### src/rtl/seq_pkg.sv
// Shared encodings and sizing constants for the phase sequencer.
package seq_pkg;

    localparam int unsigned PHASE_W      = 3;
    localparam int unsigned WAIT_W       = 4;
    localparam int unsigned MEM_WAIT_DEF = 1;

    typedef enum logic [PHASE_W-1:0] {
        S_IDLE   = 3'd0,
        S_FETCH  = 3'd1,
        S_DECODE = 3'd2,
        S_EXEC   = 3'd3,
        S_MEM    = 3'd4,
        S_WB     = 3'd5,
        S_HOLD   = 3'd6
    } seq_state_e;

endpackage

### src/rtl/cycle_sequencer_wait_timer.sv
// Loadable down-counter that times the dwell in the MEM phase.
module wait_timer
    import seq_pkg::*;
(
    input  logic              clock,
    input  logic              reset,
    input  logic              load,
    input  logic [WAIT_W-1:0] load_val,
    input  logic              dec,
    output logic              zero
);

    logic [WAIT_W-1:0] cnt_q;

    // Load takes priority; decrement stops at zero.
    always_ff @(posedge clock or negedge reset) begin
        if (!reset) begin
            cnt_q <= '0;
        end else if (load) begin
            cnt_q <= load_val;
        end else if (dec && (cnt_q != '0)) begin
            cnt_q <= cnt_q - 1'b1;
        end
    end

    assign zero = (cnt_q == '0);

endmodule

### src/rtl/cycle_sequencer.sv
// Single-clock phase sequencer: steps one instruction through
// fetch/decode/execute/mem/writeback with one-cycle enable strobes.
module cycle_sequencer
    import seq_pkg::*;
#(
    parameter int unsigned MEM_WAIT = MEM_WAIT_DEF,
    parameter int unsigned CNT_W    = 32
) (
    input  logic               clock,
    input  logic               reset,
    input  logic               is_mem,
    input  logic               is_store,
    input  logic               rd_write,
    input  logic               hold,
    output logic               imem_en,
    output logic               ir_load,
    output logic               alu_en,
    output logic               dmem_en,
    output logic               dmem_wren,
    output logic               reg_we,
    output logic               pc_en,
    output logic [PHASE_W-1:0] phase,
    output logic               busy,
    output logic [CNT_W-1:0]   retired
);

    seq_state_e state;
    logic       rd_flag;
    logic       timer_load;
    logic       timer_dec;
    logic       timer_zero;

    // MEM dwell timer: armed when leaving EXEC for MEM, counts down in MEM.
    always_comb begin
        timer_load = (state == S_EXEC) && is_mem;
        timer_dec  = (state == S_MEM) && !timer_zero;
    end

    wait_timer u_wait_timer (
        .clock    (clock),
        .reset    (reset),
        .load     (timer_load),
        .load_val (WAIT_W'(MEM_WAIT)),
        .dec      (timer_dec),
        .zero     (timer_zero)
    );

    // Strobes are registered from the state being entered, so each one is
    // high exactly during the cycle its phase occupies.
    always_ff @(posedge clock or negedge reset) begin
        if (!reset) begin
            state     <= S_IDLE;
            imem_en   <= 1'b0;
            ir_load   <= 1'b0;
            alu_en    <= 1'b0;
            dmem_en   <= 1'b0;
            dmem_wren <= 1'b0;
            reg_we    <= 1'b0;
            pc_en     <= 1'b0;
            busy      <= 1'b0;
            rd_flag   <= 1'b0;
            retired   <= '0;
        end else begin
            imem_en   <= 1'b0;
            ir_load   <= 1'b0;
            alu_en    <= 1'b0;
            dmem_en   <= 1'b0;
            dmem_wren <= 1'b0;
            reg_we    <= 1'b0;
            pc_en     <= 1'b0;
            busy      <= 1'b1;
            case (state)
                S_IDLE: begin
                    state   <= S_FETCH;
                    imem_en <= 1'b1;
                end
                S_FETCH: begin
                    state   <= S_DECODE;
                    ir_load <= 1'b1;
                end
                S_DECODE: begin
                    state  <= S_EXEC;
                    alu_en <= 1'b1;
                end
                S_EXEC: begin
                    rd_flag <= rd_write;
                    if (is_mem) begin
                        state     <= S_MEM;
                        dmem_en   <= 1'b1;
                        dmem_wren <= is_store;
                    end else begin
                        state  <= S_WB;
                        pc_en  <= 1'b1;
                        reg_we <= rd_write;
                    end
                end
                S_MEM: begin
                    if (timer_zero) begin
                        state  <= S_WB;
                        pc_en  <= 1'b1;
                        reg_we <= rd_flag;
                    end else begin
                        dmem_en <= 1'b1;
                    end
                end
                S_WB: begin
                    retired <= retired + CNT_W'(1);
                    if (hold) begin
                        state <= S_HOLD;
                        busy  <= 1'b0;
                    end else begin
                        state   <= S_FETCH;
                        imem_en <= 1'b1;
                    end
                end
                S_HOLD: begin
                    if (hold) begin
                        busy <= 1'b0;
                    end else begin
                        state   <= S_FETCH;
                        imem_en <= 1'b1;
                    end
                end
                default: begin
                    state <= S_IDLE;
                    busy  <= 1'b0;
                end
            endcase
        end
    end

    assign phase = state;

endmodule

### config.mk
export PLATFORM = sky130hd
export DESIGN_NAME = cycle_sequencer
export DESIGN_NICKNAME = d
export VERILOG_FILES = /design/src/rtl/seq_pkg.sv /design/src/rtl/cycle_sequencer_wait_timer.sv /design/src/rtl/cycle_sequencer.sv
export SDC_FILE = /design/constraint.sdc
export NUM_CORES = 1
export LEC_CHECK = 0
export CORE_MARGIN = 1.5
export CORE_UTILIZATION = 55
export CTS_BUF_LIST = sky130_fd_sc_hd__clkbuf_8
export CTS_CLUSTER_DIAMETER = 80
export CTS_CLUSTER_SIZE = 25
export DETAILED_ROUTE_END_ITERATION = 12
export PLACE_DENSITY = 0.86
export SLEW_MARGIN = 10
export SYNTH_ARGS = -nofsm -noshare
export SYNTH_HDL_FRONTEND = slang
export SYNTH_SLANG_ARGS = --single-unit
export TNS_END_PERCENT = 20
### constraint.sdc
create_clock -name clock -period 4.8 [get_ports clock]
set_input_delay 0.72 -clock clock [delete_from_list [all_inputs] [get_ports clock]]
set_output_delay 0.72 -clock clock [all_outputs]
set_load 0.005 [all_outputs]
== Yosys cells after proc, flatten, opt, wreduce, memory -nomap -nowiden ==
Index checks and enable logic that the tools add are counted.

* Output and inout bits: 43
* Register bits after elaboration: 48
* Bits of input ports: 6
* Word-level logic and storage cells: 56

* Mux-type cells: 23
* Equal/unequal tests: 8
* Reductions and logical operators: 11
* Add/sub/neg operators: 2

{| class="wikitable"
|+ Operator list
! operator !! number
|-
| 32-bit by 1-bit adder with 32-bit output (second input constant) || 1
|-
| 3-bit one-hot mux with 7 select lines || 1
|-
| 1-bit 2-to-1 mux || 12
|-
| 1-bit one-hot mux with 2 select lines || 5
|-
| 3-bit equality test (second input constant) || 3
|-
| 3-bit 2-to-1 mux || 3
|-
| 4-bit 2-to-1 mux || 2
|-
| 3-bit by 2-bit equality test with 1-bit output (second input constant) || 2
|-
| 5-bit OR reduction || 1
|-
| 4-bit logical NOT || 1
|-
| 2-bit != test (second input constant) || 2
|-
| 4-bit nonzero test || 1
|-
| 4-bit by 1-bit subtractor with 4-bit output (second input constant) || 1
|-
| 3-bit by 1-bit equality test with 1-bit output (second input constant) || 1
|-
| 1-bit logical AND || 3
|-
| 3-bit logical NOT || 1
|-
| 2-bit AND reduction || 1
|-
| 2-bit nonzero test || 1
|-
| 2-bit OR reduction || 1
|-
| 1-bit logical NOT || 1
|}

== Longest topological paths before layout ==
* Word-level depth: 6
* Gate-level depth with buffers: 6
* Depth with buffers taken out: 6

== By module ==
From an unflattened synthesis, not the netlist that was laid out.

* Cell total of the unflattened synthesis: 207
* Area total of the unflattened synthesis: 2248.4 um^2

{| class="wikitable"
|+ Modules (own cells, without submodules)
! module !! instances !! sequential area each (um^2) !! cells an instance !! area each (um^2)
|-
| cycle_sequencer || 1 || 1101.1 || 180 || 1978.1
|-
| wait_timer || 1 || 100.1 || 27 || 270.3
|}

== Worst setup path after synthesis ==
OpenSTA, ideal clock, no wires.

* Path kind: flip-flop to flip-flop
* From: register state[1] (netlist: phase[1])
* To: register retired[24]
* Path slack: 3.239 ns
* Path buffers: 1
* Cell stages (with the launch flop): 6
* Data required time: 4.675 ns
* Data arrival time: 1.436 ns
* Setup time: 0.125 ns
* Clock period less this slack: 1.561 ns
* Cell sequence: dfrtp_1 -> buf_6 -> nand4b_2 -> nor4_2 -> nand4_1 -> xnor2_1

* Cells in the longest elaborated chain, start to end: 1

{| class="wikitable"
|+ RTL lines
! item !! RTL line !! text
|-
| from (decl) || cycle_sequencer.sv:27 || <nowiki>seq_state_e state;</nowiki>
|-
| from (signal assigned) || cycle_sequencer.sv:52 || <nowiki>state <= S_IDLE;</nowiki>
|-
| from (signal assigned) || cycle_sequencer.sv:74 || <nowiki>state <= S_FETCH;</nowiki>
|-
| from (signal assigned) || cycle_sequencer.sv:78 || <nowiki>state <= S_DECODE;</nowiki>
|-
| 3-bit equality test || cycle_sequencer.sv:72 || <nowiki>case (state)</nowiki>
|-
| to (signal assigned) || cycle_sequencer.sv:107 || <nowiki>retired <= retired + CNT_W'(1);</nowiki>
|-
| to (decl) || cycle_sequencer.sv:24 || <nowiki>output logic [CNT_W-1:0] retired</nowiki>
|}

Every way passes these cells.
A chain may end at the register's enable or synchronous reset.

== Worst setup path in the final report ==
* From: register state[0] (netlist: phase[0])
* To: output phase[0]

{| class="wikitable"
|+ RTL lines
! item !! RTL line !! text
|-
| to (decl) || cycle_sequencer.sv:22 || <nowiki>output logic [PHASE_W-1:0] phase,</nowiki>
|}

No word-level cell between the ends.

==> results.sh <==
export IMPL_cp_slowest_stage_delay_ns=0.59
export IMPL_min_period_over_period_pct=45.70
export IMPL_clkTransAtPathRegs_ns=0.09
export IMPL_regArea_um2=1201
export IMPL_cp_end_kind="output port"
export IMPL_gp_congestion=0.8391
export IMPL_route_detailed_drc=0
export IMPL_hold_path_class="flip-flop to flip-flop"
export IMPL_portBuffers=48
export IMPL_start_kind="flip-flop"
export IMPL_met1_length_mm=2.076
export IMPL_grt_pass1_vias=1518
export IMPL_arrival_ns=1.47
export IMPL_clock_latency_ns=0.30
export IMPL_seqPwrFrac_pct=48.3
export IMPL_worst_slew_pin_slew_ns=0.9934
export IMPL_intPower_uw=800.9
export IMPL_hold_viol=0
export IMPL_path_delay_family="flip-flops"
export IMPL_setup_tns_ns=0
export IMPL_final_cells=295
export IMPL_slew_violations=0
export IMPL_cts_setup_buffers=0
export IMPL_core_um2=3744
export IMPL_fmax_mhz=455.9
export IMPL_cts_sinks=48
export IMPL_worstPathRequired_ns=4.08
export IMPL_cts_resized=0
export IMPL_critPathMaxFanout=14
export IMPL_syn_area_um2=2201
export IMPL_die_h_um=66.26
export IMPL_dr_wl_met3_um=172
export IMPL_yosysSeqAreaShare_pct=54.58
export IMPL_vias=1622
export IMPL_cts_tree="yes"
export IMPL_cts_buffer_depth=2
export IMPL_ys_types=36
export IMPL_grt_pass1_wl_mm=7.238
export IMPL_path_class="flip-flop to output port"
export IMPL_nFillCells=286
export IMPL_detail_route_antenna_nets=0
export IMPL_multi_input_area_um2=929.6
export IMPL_path_buf_inv=1
export IMPL_areaGrowthSynthToFinish_pct=27.91
export IMPL_antenna_found_initial=0
export IMPL_viasPerCell=5.498
export IMPL_numCtsBuffers=5
export IMPL_grt_max_degree=49
export IMPL_whs_ns=0.4781
export IMPL_p_sw_uw=345.2
export IMPL_maxCapViolations=0
export IMPL_cts_hold_buf=0
export IMPL_p_clk_share_pct=24.8
export IMPL_synth_edf_count=0
export IMPL_skew_ns=0.004694
export IMPL_dp_cells=287
export IMPL_overflow=0
export IMPL_final_common_cell="dfrtp_1"
export IMPL_synth_seq_cells=48
export IMPL_die_area_um2=4390
export IMPL_final_layout_size_suffix_gt1_share_pct=8.097
export IMPL_comb_power_share_pct=26.9
export IMPL_syn_num_nets=203
export IMPL_first_pass_iters=4
export IMPL_cts_root_buf="clkbuf_8"
export IMPL_switching_share_pct=30.12
export IMPL_ir_drop_mv=0.3287
export IMPL_cts_htree_levels=2
export IMPL_cp_slowest_cell="dfrtp_1"
export IMPL_setup_viol=0
export IMPL_top_layer_used="met4"
export IMPL_power_density_nw_per_um2=407.1
export IMPL_synth_cells=195
export IMPL_rsz0062_at_grt="no"
export IMPL_start_util_pct=58.79
export IMPL_wl_met2_mm=2.065
export IMPL_ys_flop_type="dfrtp_1"
export IMPL_relSlewSlack_pct=33.78
export IMPL_final_cell_mix="dfrtp_1 (48), clkdlybuf4s50_1 (47), xnor2_1 (28)"
export IMPL_synth_warnings=0
export IMPL_ios=49
export IMPL_rows=22
export IMPL_antenna_cells=0
export IMPL_track_usage_pct=22.45
export IMPL_status="finished clean"
export IMPL_post_drt_wl_per_cell_um=14.83
export IMPL_fin_nets=254
export IMPL_post_dp_hpwl_mm=3.018
export IMPL_leakagePower_nw=1.216
export IMPL_drtIter0Drc=79
export IMPL_die_w_um=66.26
export IMPL_worstPathCellList="clkdlybuf4s50_1"
export IMPL_routed_wl_mm=4.374
export IMPL_async_flop_share_pct=100.0
export IMPL_avgSynthCellArea_um2=11.29
export IMPL_period_minus_slack_ns=2.193
-- power by group through the flow --
stage / Clock (mW) / Combinational, mW / Sequential, mW
3_5_place_dp: 0 / 0.304 / 0.559
4_1_cts: 0.291 / 0.314 / 0.552
2_1_floorplan: 0 / 0.192 / 0.531
3_3_place_gp: 0 / 0.297 / 0.556
5_1_grt: 0.312 / 0.342 / 0.564
6_report: 0.285 / 0.308 / 0.553
-- state kept, by name, indices dropped and copies added, names as in the netlist --
| signal | count |
|---|---|
| alu_en | 1 |
| rd_flag | 1 |
| busy | 1 |
| reg_we | 1 |
| dmem_wren | 1 |
| u_wait_timer.cnt_q | 4 |
| ir_load | 1 |
| pc_en | 1 |
| dmem_en | 1 |
| imem_en | 1 |
| phase | 3 |
| retired | 32 |
-- kinds of logic (layout without fill, tap and decap cells) --
group / count (synthesis) / after routing / synth area share (%)
flip-flops: 48 / 48 / 54.58
AO/OA/AOI/OAI: 11 / 11 / 3.127
adder cells (fa/ha/maj): 4 / 4 / 2.046
buffers and inverters: 14 / 66 / 3.184
XOR/XNOR: 34 / 34 / 13.53
multiplexers: 2 / 2 / 1.023
AND/OR/NAND/NOR: 82 / 82 / 22.51
-- final timing paths --
check / from / endpoint / slack [ns] / cells after the start
worst max-delay path: phase[0] / phase[0] / 2.61 / 1
worst min-delay path: retired[31] / retired[31] / 0.48 / 1
worst max register to register: retired[7] / retired[19] / 2.94 / 4
worst min register to register: retired[31] / retired[31] / 0.48 / 1
max in group asynchronous: reset / pc_en / 3.60 / 1
min in group asynchronous: reset / busy / 0.57 / 1
-- metrics by stage --
stage / utilization [%] / instance area (um2) / worst slack (ns) / total power, mW
after global routing: 75.20 / 2815 / 2.521 / 1.218
after detailed placement: 72.23 / 2704 / 2.851 / 0.8634
after global placement: 72.23 / 2704 / 2.931 / 0.8532
final: 75.20 / 2815 / 2.607 / 1.146
after floorplan: - / 2201 / 3.239 / 0.7231
after CTS: 75.20 / 2815 / 2.590 / 1.157
-- cells in the mapped netlist (3+ instances only) --
cell	number	area, um2
a21oi_1	4	20.02
and3_1	3	18.77
dfrtp_1	48	1201
inv_1	10	37.54
nand2_1	10	37.54
nand3_1	12	60.06
nand4_1	17	106.4
nor2_1	15	56.30
nor3_1	3	15.01
nor4_1	3	18.77
xnor2_1	28	245.2
xor2_1	6	52.55
-- area by class of cell --
type	instances	area share, %
clock inverter	3	1.511
timing repair buffer	48	16.89
sequential	48	42.67
multi-input combinational	133	33.02
inverter	10	1.333
tap	48	2.133
clock buffer	5	2.444
-- layer usage --
metal,up-vias,track usage (%)
li1,791,-
met1,788,30.74
met2,38,34.88
met3,5,5.622
met4,0,7.653
met5,-,0
(Power assumes the default switching activity.)
